$ cat src/rtl/leaf_out_arbiter_pkg.sv
// Shared definitions for the leaf output arbiter: default field widths,
// packet-field offset helpers and the output-stage state enumeration.
package leaf_out_arbiter_pkg;

  // Default BFT field widths
  localparam int unsigned LeafPayloadBits = 32;
  localparam int unsigned LeafNumLeafBits = 5;
  localparam int unsigned LeafNumPortBits = 4;
  localparam int unsigned LeafNumAddrBits = 7;
  localparam int unsigned LeafPacketBits  = 49;

  // Packet layout, MSB first: valid | dst_leaf | dst_port | seq | payload
  function automatic int unsigned leaf_packet_bits(input int unsigned leaf_bits,
                                                   input int unsigned port_bits,
                                                   input int unsigned addr_bits,
                                                   input int unsigned payload_bits);
    return 1 + leaf_bits + port_bits + addr_bits + payload_bits;
  endfunction

  function automatic int unsigned leaf_seq_lsb(input int unsigned payload_bits);
    return payload_bits;
  endfunction

  function automatic int unsigned leaf_port_lsb(input int unsigned payload_bits,
                                                input int unsigned addr_bits);
    return payload_bits + addr_bits;
  endfunction

  function automatic int unsigned leaf_leaf_lsb(input int unsigned payload_bits,
                                                input int unsigned addr_bits,
                                                input int unsigned port_bits);
    return payload_bits + addr_bits + port_bits;
  endfunction

  // Output stage: Idle = register empty, Send = fresh packet, Hold = packet carried over,
  // Replay = upstream resend in progress
  typedef enum logic [1:0] {
    StIdle,
    StSend,
    StHold,
    StReplay
  } leaf_state_e;

endpackage

$ cat src/rtl/leaf_skid_fifo.sv
// Per-channel skid FIFO. Full/empty come only from the registered count so the
// upstream ready never combinationally depends on a same-cycle pop.
module leaf_skid_fifo #(
  parameter int unsigned PAYLOAD_BITS = 32,
  parameter int unsigned FIFO_DEPTH   = 4
) (
  input  logic                    clk,
  input  logic                    reset,
  input  logic                    i_push,
  input  logic [PAYLOAD_BITS-1:0] i_data,
  input  logic                    i_pop,
  output logic [PAYLOAD_BITS-1:0] o_data,
  output logic                    o_full,
  output logic                    o_empty
);

  localparam int unsigned PtrBits = $clog2(FIFO_DEPTH);
  localparam int unsigned CntBits = PtrBits + 1;

  logic [PAYLOAD_BITS-1:0] r_mem [FIFO_DEPTH];
  logic [PtrBits-1:0]      r_wr_ptr;
  logic [PtrBits-1:0]      r_rd_ptr;
  logic [CntBits-1:0]      r_count;
  logic                    w_push;
  logic                    w_pop;

  assign o_full  = (r_count == CntBits'(FIFO_DEPTH));
  assign o_empty = (r_count == '0);
  assign w_push  = i_push && !o_full;
  assign w_pop   = i_pop && !o_empty;
  assign o_data  = r_mem[r_rd_ptr];

  // Storage array, no reset needed since occupancy is tracked by the count
  always_ff @(posedge clk) begin
    if (w_push) begin
      r_mem[r_wr_ptr] <= i_data;
    end
  end

  // Pointers and occupancy count
  always_ff @(posedge clk) begin
    if (reset) begin
      r_wr_ptr <= '0;
      r_rd_ptr <= '0;
      r_count  <= '0;
    end else begin
      if (w_push) r_wr_ptr <= r_wr_ptr + PtrBits'(1);
      if (w_pop)  r_rd_ptr <= r_rd_ptr + PtrBits'(1);
      case ({w_push, w_pop})
        2'b10:   r_count <= r_count + CntBits'(1);
        2'b01:   r_count <= r_count - CntBits'(1);
        default: r_count <= r_count;
      endcase
    end
  end

endmodule

$ cat src/rtl/leaf_out_arbiter.sv
// Leaf output arbiter: per-channel skid FIFOs, credit-gated round-robin
// arbitration, per-channel sequence numbers and a single output packet register
// that honours BFT backpressure and upstream replay requests.
module leaf_out_arbiter
  import leaf_out_arbiter_pkg::*;
#(
  parameter int unsigned PACKET_BITS   = LeafPacketBits,
  parameter int unsigned PAYLOAD_BITS  = LeafPayloadBits,
  parameter int unsigned NUM_LEAF_BITS = LeafNumLeafBits,
  parameter int unsigned NUM_PORT_BITS = LeafNumPortBits,
  parameter int unsigned NUM_ADDR_BITS = LeafNumAddrBits,
  parameter int unsigned NUM_OUT_PORTS = 2,
  parameter int unsigned FIFO_DEPTH    = 4,
  parameter int unsigned CREDIT_BITS   = 8,
  parameter int unsigned INIT_CREDIT   = 128
) (
  input  logic                                  clk,
  input  logic                                  reset,
  input  logic [NUM_OUT_PORTS*PAYLOAD_BITS-1:0] din_leaf_user2interface,
  input  logic [NUM_OUT_PORTS-1:0]              vld_user2interface,
  output logic [NUM_OUT_PORTS-1:0]              ack_interface2user,
  input  logic                                  cfg_wr_en,
  input  logic [3:0]                            cfg_chan,
  input  logic [NUM_LEAF_BITS-1:0]              cfg_leaf,
  input  logic [NUM_PORT_BITS-1:0]              cfg_port,
  input  logic                                  credit_upd_vld,
  input  logic [3:0]                            credit_upd_chan,
  input  logic [CREDIT_BITS-1:0]                credit_upd_amt,
  input  logic                                  resend,
  input  logic                                  bft_ready,
  output logic [PACKET_BITS-1:0]                dout_leaf_interface2bft,
  output logic [NUM_OUT_PORTS-1:0]              chan_stalled
);

  localparam int unsigned ChanBits = (NUM_OUT_PORTS > 1) ? $clog2(NUM_OUT_PORTS) : 1;
  localparam int unsigned SeqLsb   = leaf_seq_lsb(PAYLOAD_BITS);
  localparam int unsigned PortLsb  = leaf_port_lsb(PAYLOAD_BITS, NUM_ADDR_BITS);
  localparam int unsigned LeafLsb  = leaf_leaf_lsb(PAYLOAD_BITS, NUM_ADDR_BITS, NUM_PORT_BITS);
  localparam int unsigned ValidBit = PACKET_BITS - 1;

  if (PACKET_BITS != leaf_packet_bits(NUM_LEAF_BITS, NUM_PORT_BITS, NUM_ADDR_BITS,
                                      PAYLOAD_BITS)) begin : g_bad_packet_bits
    $error("PACKET_BITS must equal 1 + leaf + port + addr + payload widths");
  end
  if (NUM_OUT_PORTS < 1 || NUM_OUT_PORTS > 15) begin : g_bad_num_ports
    $error("NUM_OUT_PORTS must be in 1..15");
  end
  if (FIFO_DEPTH < 2 || (FIFO_DEPTH & (FIFO_DEPTH - 1)) != 0) begin : g_bad_fifo_depth
    $error("FIFO_DEPTH must be a power of two and at least 2");
  end

  logic [NUM_OUT_PORTS-1:0] w_full;
  logic [NUM_OUT_PORTS-1:0] w_empty;
  logic [NUM_OUT_PORTS-1:0] w_pop;
  logic [NUM_OUT_PORTS-1:0] w_elig;
  logic [PAYLOAD_BITS-1:0]  w_head     [NUM_OUT_PORTS];
  logic [CREDIT_BITS-1:0]   r_credit   [NUM_OUT_PORTS];
  logic [CREDIT_BITS-1:0]   w_credit_d [NUM_OUT_PORTS];
  logic [NUM_ADDR_BITS-1:0] r_seq      [NUM_OUT_PORTS];
  logic [NUM_LEAF_BITS-1:0] r_leaf     [NUM_OUT_PORTS];
  logic [NUM_PORT_BITS-1:0] r_port     [NUM_OUT_PORTS];
  logic [NUM_OUT_PORTS-1:0] r_stalled;
  logic [ChanBits-1:0]      r_last;
  logic [ChanBits-1:0]      w_grant_idx;
  logic                     w_grant_vld;
  logic [PACKET_BITS-1:0]   r_out;
  logic [PACKET_BITS-1:0]   w_pkt;
  logic                     w_out_vld;
  logic                     w_can_load;
  leaf_state_e              r_state;
  leaf_state_e              w_state_d;

  for (genvar g = 0; g < NUM_OUT_PORTS; g++) begin : g_chan
    leaf_skid_fifo #(
      .PAYLOAD_BITS(PAYLOAD_BITS),
      .FIFO_DEPTH  (FIFO_DEPTH)
    ) u_fifo (
      .clk    (clk),
      .reset  (reset),
      .i_push (vld_user2interface[g]),
      .i_data (din_leaf_user2interface[g*PAYLOAD_BITS +: PAYLOAD_BITS]),
      .i_pop  (w_pop[g]),
      .o_data (w_head[g]),
      .o_full (w_full[g]),
      .o_empty(w_empty[g])
    );
  end

  assign ack_interface2user = ~w_full;
  assign chan_stalled       = r_stalled;
  assign w_out_vld          = r_out[ValidBit];

  // Eligibility: data waiting and at least one credit (resend gates via w_can_load)
  always_comb begin
    w_elig = '0;
    for (int i = 0; i < NUM_OUT_PORTS; i++) begin
      w_elig[i] = !w_empty[i] && (r_credit[i] != '0);
    end
  end

  // Round-robin search starting one past the last granted channel
  always_comb begin
    logic [ChanBits-1:0] idx;
    w_grant_vld = 1'b0;
    w_grant_idx = '0;
    idx         = '0;
    for (int unsigned k = 1; k <= NUM_OUT_PORTS; k++) begin
      idx = ChanBits'((32'(r_last) + k) % NUM_OUT_PORTS);
      if (w_can_load && !w_grant_vld && w_elig[idx]) begin
        w_grant_vld = 1'b1;
        w_grant_idx = idx;
      end
    end
  end

  // Pop strobes and assembly of the granted packet
  always_comb begin
    w_pop = '0;
    for (int i = 0; i < NUM_OUT_PORTS; i++) begin
      w_pop[i] = w_grant_vld && (w_grant_idx == ChanBits'(i));
    end
    w_pkt                           = '0;
    w_pkt[ValidBit]                 = 1'b1;
    w_pkt[LeafLsb +: NUM_LEAF_BITS] = r_leaf[w_grant_idx];
    w_pkt[PortLsb +: NUM_PORT_BITS] = r_port[w_grant_idx];
    w_pkt[SeqLsb +: NUM_ADDR_BITS]  = r_seq[w_grant_idx];
    w_pkt[0 +: PAYLOAD_BITS]        = w_head[w_grant_idx];
  end

  // Credit next-state: return and consume net out, result saturates at all-ones
  always_comb begin
    logic [CREDIT_BITS:0] sum;
    sum = '0;
    for (int i = 0; i < NUM_OUT_PORTS; i++) begin
      sum = {1'b0, r_credit[i]};
      if (credit_upd_vld && (credit_upd_chan == 4'(i))) begin
        sum = sum + {1'b0, credit_upd_amt};
      end
      // A grant implies credit > 0, so this never underflows
      if (w_pop[i]) begin
        sum = sum - (CREDIT_BITS + 1)'(1);
      end
      w_credit_d[i] = sum[CREDIT_BITS] ? '1 : sum[CREDIT_BITS-1:0];
    end
  end

  // Per-channel credit, sequence, destination table, stall flag and RR pointer
  always_ff @(posedge clk) begin
    if (reset) begin
      for (int i = 0; i < NUM_OUT_PORTS; i++) begin
        r_credit[i]  <= CREDIT_BITS'(INIT_CREDIT);
        r_seq[i]     <= '0;
        r_leaf[i]    <= '0;
        r_port[i]    <= NUM_PORT_BITS'(i + 1);
        r_stalled[i] <= 1'b0;
      end
      r_last <= ChanBits'(NUM_OUT_PORTS - 1);
    end else begin
      for (int i = 0; i < NUM_OUT_PORTS; i++) begin
        r_credit[i] <= w_credit_d[i];
        if (w_pop[i]) begin
          r_seq[i] <= r_seq[i] + NUM_ADDR_BITS'(1);
        end
        if (cfg_wr_en && (cfg_chan == 4'(i))) begin
          r_leaf[i] <= cfg_leaf;
          r_port[i] <= cfg_port;
        end
        r_stalled[i] <= !w_empty[i] && (r_credit[i] == '0);
      end
      if (w_grant_vld) begin
        r_last <= w_grant_idx;
      end
    end
  end

  // Output packet register: reload (with a grant or empty) whenever allowed
  always_ff @(posedge clk) begin
    if (reset) begin
      r_out <= '0;
    end else if (w_can_load) begin
      r_out <= w_grant_vld ? w_pkt : '0;
    end
  end

  // FSM state register
  always_ff @(posedge clk) begin
    if (reset) begin
      r_state <= StIdle;
    end else begin
      r_state <= w_state_d;
    end
  end

  // FSM next state: replay wins, otherwise track what the output register will hold
  always_comb begin
    w_state_d = r_state;
    if (resend) begin
      w_state_d = StReplay;
    end else if (w_can_load) begin
      w_state_d = w_grant_vld ? StSend : StIdle;
    end else begin
      w_state_d = w_out_vld ? StHold : StIdle;
    end
  end

  // FSM outputs: when the output register may reload, and the masked packet bus
  always_comb begin
    w_can_load = 1'b0;
    unique case (r_state)
      StIdle:         w_can_load = !resend;
      StSend, StHold: w_can_load = !resend && bft_ready;
      StReplay:       w_can_load = !resend && (!w_out_vld || bft_ready);
      default:        w_can_load = 1'b0;
    endcase
    dout_leaf_interface2bft = resend ? '0 : r_out;
  end

endmodule

$ cat config.mk
export PLATFORM = sky130hd
export DESIGN_NAME = leaf_out_arbiter
export DESIGN_NICKNAME = d
export VERILOG_FILES = /design/src/rtl/leaf_out_arbiter_pkg.sv /design/src/rtl/leaf_skid_fifo.sv /design/src/rtl/leaf_out_arbiter.sv
export SDC_FILE = /design/constraint.sdc
export NUM_CORES = 1
export LEC_CHECK = 0
export CORE_MARGIN = 4
export CORE_UTILIZATION = 60
export CTS_CLUSTER_DIAMETER = 200
export CTS_CLUSTER_SIZE = 20
export DETAILED_ROUTE_END_ITERATION = 8
export GPL_ROUTABILITY_DRIVEN = 1
export GPL_TIMING_DRIVEN = 1
export PLACE_DENSITY_LB_ADDON = 0.2
export SLEW_MARGIN = 10
export SYNTH_ARGS = -nofsm -noshare
export SYNTH_HDL_FRONTEND = slang
export SYNTH_SLANG_ARGS = --single-unit
$ cat constraint.sdc
create_clock -name clk -period 11.2 [get_ports clk]
set_input_delay 3.36 -clock clk [delete_from_list [all_inputs] [get_ports clk]]
set_output_delay 3.36 -clock clk [all_outputs]
set_load 0.01 [all_outputs]
**After elaboration in Yosys (flattened, before gate mapping)**

Memory sizes are Yosys's and may differ from the RTL's. A register that Yosys moved wholly into a read port is not among the register bits.
Cells that the tools add are included.

- Add/subtract/negate cells: 16
- Magnitude comparators: 3
- Equality and inequality tests: 11
- Muxes and demuxes: 57
- Bitwise gates (word level): 11
- Reductions and logical operators: 39

Operator list:

| operator | count |
|---|---|
| $mux 49 | 2 |
| $mux 32 | 3 |
| $mux 9 | 4 |
| $mux 8 | 4 |
| $mux 1 | 28 |
| $logic_and 1x1->1 | 19 |
| $add 8x8->9 | 2 |
| $sub 9x1->9 const B | 2 |
| $logic_not 8->1 | 2 |
| $reduce_bool 8->1 | 2 |
| $add 7x1->7 const B | 2 |
| $mux 2 | 7 |
| $mux 7 | 2 |
| $pmux 3 s2 | 2 |
| $mux 5 | 2 |
| $add 2x1->2 const B | 4 |
| $eq 2x2->1 const B | 4 |
| $eq 4x1->1 const B | 2 |
| $logic_not 4->1 | 2 |
| $mux 4 | 2 |
| $or 1x1->1 | 8 |
| $logic_not 1->1 | 7 |
| $add 3x1->3 const B | 2 |
| $eq 2x1->1 const B | 3 |
| other kinds (14) | 20 |

- Register bits: 68
- Memory bits (writable): 304
- Input bits: 97
- Output and inout bits: 53
- Memories: 6

Memories:

| memory | words | width | rd ports | clocked after Yosys merged registers in | write ports | line | source |
|---|---|---|---|---|---|---|---|
| g_chan[0].u_fifo.r_mem | 4 | 32 | 1 | 1 | 1 | leaf_skid_fifo.sv:20 | `logic [PAYLOAD_BITS-1:0] r_mem [FIFO_DEPTH];` |
| g_chan[1].u_fifo.r_mem | 4 | 32 | 1 | 1 | 1 | leaf_skid_fifo.sv:20 |  |
| r_credit | 2 | 8 | 2 | 0 | 2 | leaf_out_arbiter.sv:57 | `logic [CREDIT_BITS-1:0] r_credit [NUM_OUT_PORTS];` |
| r_seq | 2 | 7 | 3 | 0 | 2 | leaf_out_arbiter.sv:59 | `logic [NUM_ADDR_BITS-1:0] r_seq [NUM_OUT_PORTS];` |
| r_leaf | 2 | 5 | 1 | 0 | 2 | leaf_out_arbiter.sv:60 | `logic [NUM_LEAF_BITS-1:0] r_leaf [NUM_OUT_PORTS];` |
| r_port | 2 | 4 | 1 | 0 | 2 | leaf_out_arbiter.sv:61 | `logic [NUM_PORT_BITS-1:0] r_port [NUM_OUT_PORTS];` |

**Longest topological paths before layout**

Gate-level depths: netlist of the first run.

- Depth after elaboration: 17
- Depth in mapped cells: 11
- Gate-level depth less buffers: 10

**Hierarchy**

From an unflattened synthesis of the first run, not the netlist that was laid out.

- Cell total of the unflattened synthesis: 1047
- Area total of the unflattened synthesis: 15935.3 um2

By module, submodules not included:

| module | times used | cells an instance | area each (um2) | sequential area each (um2) |
|---|---|---|---|---|
| leaf_skid_fifo | 2 | 221 | 5143.7 | 4023.9 |
| leaf_out_arbiter | 1 | 605 | 5647.9 | 2362.3 |

**Worst setup path before layout of the first run**

Ideal clock, no wire load.

- Path type: in2out
- Start point: input resend
- End point: output dout_leaf_interface2bft[38]
- Arrival: 4.025 ns
- Data required time: 7.840 ns
- Path slack: 3.815 ns
- Stages: 3
- Path through: clkbuf_1 -> clkbuf_1 -> nor2b_1

- Word-level cells in the longest chain between the ends: 1

RTL lines:

| item | line | source |
|---|---|---|
| from (decl) | leaf_out_arbiter.sv:29 | `input logic resend,` |
| $mux 49 | leaf_out_arbiter.sv:215 | `dout_leaf_interface2bft = resend ? '0 : r_out;` |
| to (decl) | leaf_out_arbiter.sv:31 | `output logic [PACKET_BITS-1:0] dout_leaf_interface2bft,` |

Every way passes these cells.

**Worst setup path after layout of the first run**

- Start point: input resend
- End point: output dout_leaf_interface2bft[22]

The elaborated chain is that of the path after synthesis.

==> summary.md, run 1 <==
| Metric | Value |
|---|---|
| Starting Density | 0.608 |
| Wire per inst | 21.4 µm |
| Port bufs | ~150 |
| Post-DRT Antenna Nets | 0 |
| Setup WS post-layout | roughly 3.0 ns |
| Area leader, netlist | edfxtp_1 |
| Int Pwr | approximately 2.6 mW |
| Clock share of power | 0.218 |
| Tcrit/Tclk final | 0.731 |
| Post-CTS Setup Repair Bufs | 0 |
| Final hold viol count | 0 |
| Max Cap Viol | 0 |
| # clock sinks | about 380 |
| I/O pins | 150 |
| Netlist cell types | 62 |
| Rel. slew slack | 0.313 |
| Seq/Total Area, Yosys | 0.661 |
| Routability congestion estimate | about 0.82 |
| Setup-failing EPs final | 0 |
| Post-synth top area share | 0.549 |
| Min-delay src | r_out[41]$_SDFFE_PP0P_ |
| HP Class | reg -> reg |
| Switching Share | 0.296 |
| CTS clock-pin slew for the worst setup and hold paths | 0.08 ns |
| Most frequent cells after synthesis | 288 x edfxtp_1, 88 x dfxtp_1, 74 x nand2_1 |
| Setup WS pre-CTS | 2.99 ns |
| Final HPWL DP | between 20 and 25 mm |
| CTS Hold Buffers Added | 0 |
| PostCTS Resize Cnt | 0 |
| Post-synth EDFFs | between 200 and 300 |
| Fin. max-slew vios | 0 |
| Net Switching | between 1 and 1.5 mW |
| Fin crit period | 8.19 ns |
| Buf/Inv on CP | 2 |
| #FFs+latches synth | about 380 |
| Static leakage | 5.98 nW |
| Die height | between 150 and 200 µm |
| Number of DRC markers in iteration 0 | 711 |
| Vias | between 9000 and 10000 |
| Largest net degree at the start of global routing | 64 |
| Htree depth | 1 |
| Startpoint types | input pin |
| Drt via density | a little under 6 |
| Layout cells sized above 1 | 0.108 |
| Mapped Cells | about 1000 |
| Row count | just under 60 |
| Yosys warning count | 0 |
| CTS Buffer Depth | 3 |
| First-pass GRT wire length | slightly above 50 mm |
| WP depth | 3 |
| Critical path, cell by cell | buf_2 > nor2b_1 > clkdlybuf4s50_1 |
| Status | complete, no violations |
| Number of global-route vias before repair | 9236 |
| Syn Std Cell Area | 15700 µm² |
| Ys async rst share | 0 |
| DRT Pass-1 Iters | 5 |
| GRT Resource Usage Total | 0.228 |
| Root buffer cell | clkbuf_16 |
| Reg2Reg Setup Slack | 8.01 ns |
| Overflow after GRT | 0 |
| DRT Wirelength | around 33 mm |
| Area growth, synth to finish | 15.5% |
| Initial antenna violation count | 4 |
| DR DRC count | 0 |
| Critical R2R Launch | r_credit[0][8]$_SDFF_PP0_ |
| TritonCTS clock tree | built |
| Crit-path max cell delay | about 0.76 ns |
| Final Skew | about 0.019 ns |
| Die area | a little under 30000 µm² |
| Maximum vdd ir drop | around 0.13 mV |
| CP startpoint | resend |
| FF-to-FF path depth | 9 |
| Syn nets | between 1000 and 1500 |
| CTS buffer count | 22 |
| Sequential power share | 0.496 |
| Worst Path Required | about 7.8 ns |
| Synth area leaders | edfxtp_1 55%, dfxtp_1 11%, mux4_2 9.2% |
| Crit path capture type | output port |
| Worst skew pair latency | 0.54 ns |
| Die W | ~170 µm |
| Crit-path max FO | 50 |
| CP delay by family, top | buffers and inverters |
| Comb power frac | 0.286 |
| Count leader, synth | edfxtp_1 |
| Crit-path slowest cell | buf_2 |
| RSZ-0062 raised after global routing | no |
| Mean Syn Cell Area | 15.1 µm² |
| Final net count | between 1000 and 1500 |
| Ys flop type | edfxtp_1 |
| CP Class | in -> out |
| Worst Tran Pin Value | around 1.0 ns |
| Pwr dens | approximately 200 nW/µm² |
| Hold path depth | 2 |
| Data arrival time of the critical path | 4.83 ns |
| Core footprint | around 26000 µm² |
| Maximum clock rate | approximately 120 MHz |
| Total Neg Setup Slack | 0 ns |
## stage by stage
step,hold WS (ns),utilization,cell area [µm²],total power [mW],std cells
2_1_floorplan,0.417,-,15700,2.62,1040
3_3_place_gp,0.428,0.677,17500,2.93,1485
3_5_place_dp,0.434,0.677,17500,2.97,1485
4_1_cts,0.453,0.702,18200,3.78,1525
5_1_grt,0.468,0.702,18200,3.96,1527
6_report,0.448,0.702,18200,3.75,1527
## layout by cell type, fill, tap and decap left out, types with 3 or more instances in the layout
| cell | instances |
|---|---|
| o211ai_1 | 9 |
| o21a_1 | 3 |
| o21bai_1 | 4 |
| a21o_1 | 9 |
| nand4_1 | 3 |
| nor4_1 | 6 |
| clkbuf_16 | 23 |
| a21oi_1 | 19 |
| nand3_1 | 14 |
| and3_1 | 8 |
| buf_4 | 8 |
| dfxtp_1 | 84 |
| and2_1 | 13 |
| o21ai_0 | 57 |
| nor2b_1 | 50 |
| mux2_2 | 3 |
| or3_1 | 7 |
| nand2_1 | 74 |
| inv_1 | 21 |
| clkdlybuf4s50_1 | 148 |
| nor2_1 | 48 |
| fa_1 | 4 |
| or2_2 | 4 |
| a211oi_1 | 8 |
| ha_1 | 30 |
| o31a_1 | 5 |
| o31ai_1 | 5 |
| clkbuf_1 | 16 |
| xnor2_1 | 18 |
| mux2i_1 | 55 |
| xor2_1 | 15 |
| and3_2 | 10 |
| edfxtp_1 | 288 |
| nor3_1 | 16 |
| mux4_2 | 64 |
| dfxtp_2 | 4 |
## registers in the layout, indices dropped and copies added, names as in the netlist, named ones only
name and count:
r_port 8, r_seq 14, r_state 2, r_credit 16, r_leaf 10, r_out 49, g_chan.u_fifo.r_mem 256, g_chan.u_fifo.r_wr_ptr 4
g_chan.u_fifo.r_count 6, r_last 1, g_chan.u_fifo.r_rd_ptr 4, chan_stalled 2
## path summary, 6_finish.rpt
kind / end
hold reg to reg: r_out[41]$_SDFFE_PP0P_
setup / recovery: dout_leaf_interface2bft[22]
hold / removal: r_out[41]$_SDFFE_PP0P_
setup reg to reg: r_credit[0][13]$_SDFF_PP0_
## power by group through the flow
stage | clock network (mW) | logic, mW | registers (mW)
final | 0.818 | 1.07 | 1.86
after global routing | 0.889 | 1.18 | 1.88
after CTS | 0.832 | 1.08 | 1.86
after detailed placement | 0 | 1.08 | 1.89
after global placement | 0 | 1.05 | 1.88
after floorplan | 0 | 0.794 | 1.82
## cells by family after synthesis
group	after synthesis	synth area share
DFF	376	0.661
buffers and inverters	68	0.0188
and+or+nand+nor	269	0.0876
adders and majority gates	34	0.0289
xor gates and xnor gates	33	0.0184
AOI/OAI and AO/OA	138	0.0566
muxes	122	0.129
## cell type report
cell class                 instances  area [µm²]
sequential                       376       10400
multi-input combinational        596        5070
inverter                          21        78.8
antenna                            2        5.00
timing repair buffer             157        1550
clock buffer                      39         636
tap                              335         419
fill                            1746        7720
clock inverter                     1        16.3
## layer usage
metal,part of all wire,global-route usage
met1,0.43,0.318
met2,0.49,0.386
met3,0.060,0.0376
met4,0.019,0.0490
met5,0.00089,0
## worst register-to-register path: stages, from the launching register on
cell and delay (ns):
dfxtp_1 0.34, ha_1 0.21, fa_1 0.41, a211oi_1 0.40
nor2_1 0.12, o31a_1 0.29, o31ai_1 0.57, nor2_1 0.15
mux2i_1 0.40, o211ai_1 0.16
Note: power is estimated with default switching activity, not from simulation.
==> inputs of run 2 (changes only) <==
CORE_UTILIZATION = 52   (was 60)
clock period = 7.2 ns   (was 11.2 ns; I/O delays follow)
==> run 2 against run 1 <==
Via count shrank 0.91%. Global-route usage shrank 3.1 points. First-iteration DRC count is 12% lower. Sequential power grew 54%. Core utilization down 8.9 points. Clock power is 58% higher. Setup slack got worse by 1.6 ns. Total power grew 56%. Sequential share of layout area down 0.24 points. Count of clock-buffer cells in the layout shrank 1. Combinational power is 58% higher. Die area rose by 15%. Critical path type unchanged.
==> summary.md, run 2 (synthesis results as in run 1) <==
| Metric | Value |
|---|---|
| Largest net degree at the start of global routing | 51 |
| Maximum clock rate | between 150 and 200 MHz |
| Post-DRT Antenna Nets | 0 |
| Fill cells | approximately 2300 |
| Row count | 63 |
| Regs by FF count | g_chan.u_fifo.r_mem: 256 flops, r_out: 49 flops, r_credit: 16 flops |
| Wire per inst | around 21 µm |
| Die height | 182 µm |
| Worst Tran Pin Value | ~1.1 ns |
| Number of global-route vias before repair | ~9000 |
| Starting Density | 0.529 |
| Initial antenna violation count | 8 |
| Die W | ~180 µm |
| DRT Wirelength | approximately 33 mm |
| DR DRC count | 0 |
| Die area | 33100 µm² |
| I/O pins | 150 |
| # clock sinks | 376 |
| Post-CTS Setup Repair Bufs | 0 |
| Overflow after GRT | 0 |
| Data arrival time of the critical path | 3.64 ns |
| Layout cells sized above 1 | 0.108 |
| Status | complete, no violations |
| Commonest cells after routing, fill and taps aside | 288 x edfxtp_1, 148 x clkdlybuf4s50_1, 84 x dfxtp_1 |
| Max FFs per register | 256 |
| Fin crit period | around 5.8 ns |
| Number of DRC markers in iteration 0 | ~630 |
| DRT Pass-1 Iters | 5 |
| First-pass GRT wire length | 51.4 mm |
| Area growth, synth to finish | 16.0% |
| HP Class | reg -> reg |
| TritonCTS clock tree | built |
| Crit path capture type | output port |
| Maximum vdd ir drop | slightly below 0.2 mV |
| Static leakage | ~6 nW |
| Worst skew pair latency | 0.53 ns |
| Commonest non-fill, non-tap cell in the layout | edfxtp_1 |
| CP Class | in -> out |
| Final hold viol count | 0 |
| RSZ-0062 raised after global routing | no |
| Setup-failing EPs final | 0 |
| PostCTS Resize Cnt | 0 |
| Startpoint types | input pin |
| Total Neg Setup Slack | 0 ns |
| Final Skew | 0.0183 ns |
| Tcrit/Tclk final | 0.806 |
| Port bufs | 149 |
| Fin. max-slew vios | 0 |
| Htree depth | 1 |
| Crit-path max FO | 50 |
| CTS Hold Buffers Added | 0 |
| Drt via density | around 5.7 |
| CTS buffer count | 22 |
| CTS Buffer Depth | 3 |
| Final core occ | 0.613 |
| Core footprint | a little under 30000 µm² |
| Rel. slew slack | 0.297 |
| Vias | 8958 |
| CTS clock-pin slew for the worst setup and hold paths | 0.08 ns |
| Worst Path Required | roughly 5.0 ns |
| Final HPWL DP | 20.6 mm |
| Reg with most FFs | g_chan.u_fifo.r_mem |
| Pwr dens | 320 nW/µm² |
| Root buffer cell | clkbuf_16 |
| Max Cap Viol | 0 |
| Routability congestion estimate | 0.807 |
| GRT Resource Usage Total | 0.197 |
| Final net count | around 1300 |
run 2: path summary, 6_finish.rpt:
| kind | start | end | slack (ns) | cells after the start |
|---|---|---|---|---|
| min | r_out[37]$_SDFFE_PP0P_ | r_out[37]$_SDFFE_PP0P_ | 0.45 | 2 |
| max reg2reg | r_credit[0][5]$_SDFF_PP0_ | g_chan[1].u_fifo.r_count[2]$_SDFFE_PP0P_ | 4.07 | 10 |
| min reg2reg | r_out[37]$_SDFFE_PP0P_ | r_out[37]$_SDFFE_PP0P_ | 0.45 | 2 |
| max | resend | dout_leaf_interface2bft[1] | 1.40 | 3 |
run 2: cell type report:
type,instances,area (µm²),area share
well taps,390,488,0.0267
clock inverters,2,46.3,0.00253
flip-flops and latches,376,10400,0.570
clock buffers,38,611,0.0334
multi-input cells,596,5070,0.278
diodes,3,7.51,0.000411
repair buffers,157,1550,0.0847
inverters,21,78.8,0.00432
run 2: power breakdown:
part / internal (mW) / switching [mW] / total, mW
clock: 0.620 / 0.666 / 1.29
sequential: 2.69 / 0.183 / 2.87
combinational: 0.809 / 0.879 / 1.69
total: 4.12 / 1.73 / 5.84
run 2: metrics by stage:
| step | area [µm²] | worst slack [ns] | power [mW] | std cells | hold slack, ns |
|---|---|---|---|---|---|
| 2_1_floorplan | 15700 | 2.22 | 4.07 | 1040 | 0.417 |
| 5_1_grt | 18300 | 1.25 | 6.18 | 1583 | 0.481 |
| 3_3_place_gp | 17600 | 1.47 | 4.60 | 1540 | 0.429 |
| 6_report | 18300 | 1.40 | 5.84 | 1583 | 0.451 |
| 3_5_place_dp | 17600 | 1.35 | 4.63 | 1540 | 0.435 |
| 4_1_cts | 18300 | 1.35 | 5.90 | 1580 | 0.455 |
run 2: layer usage:
layer / global-route usage / part of all wire / vias to the layer above
li1: - / - / 4218
met1: 0.275 / 0.44 / 4464
met2: 0.331 / 0.49 / 230
met3: 0.0298 / 0.053 / 38
met4: 0.0450 / 0.019 / 8
met5: 0 / 0.0017 / -
run 2: critical path, cell delays in order:
cell             delay, ns
buf_2                 0.78
nor2b_1               0.14
clkdlybuf4s50_1       0.53
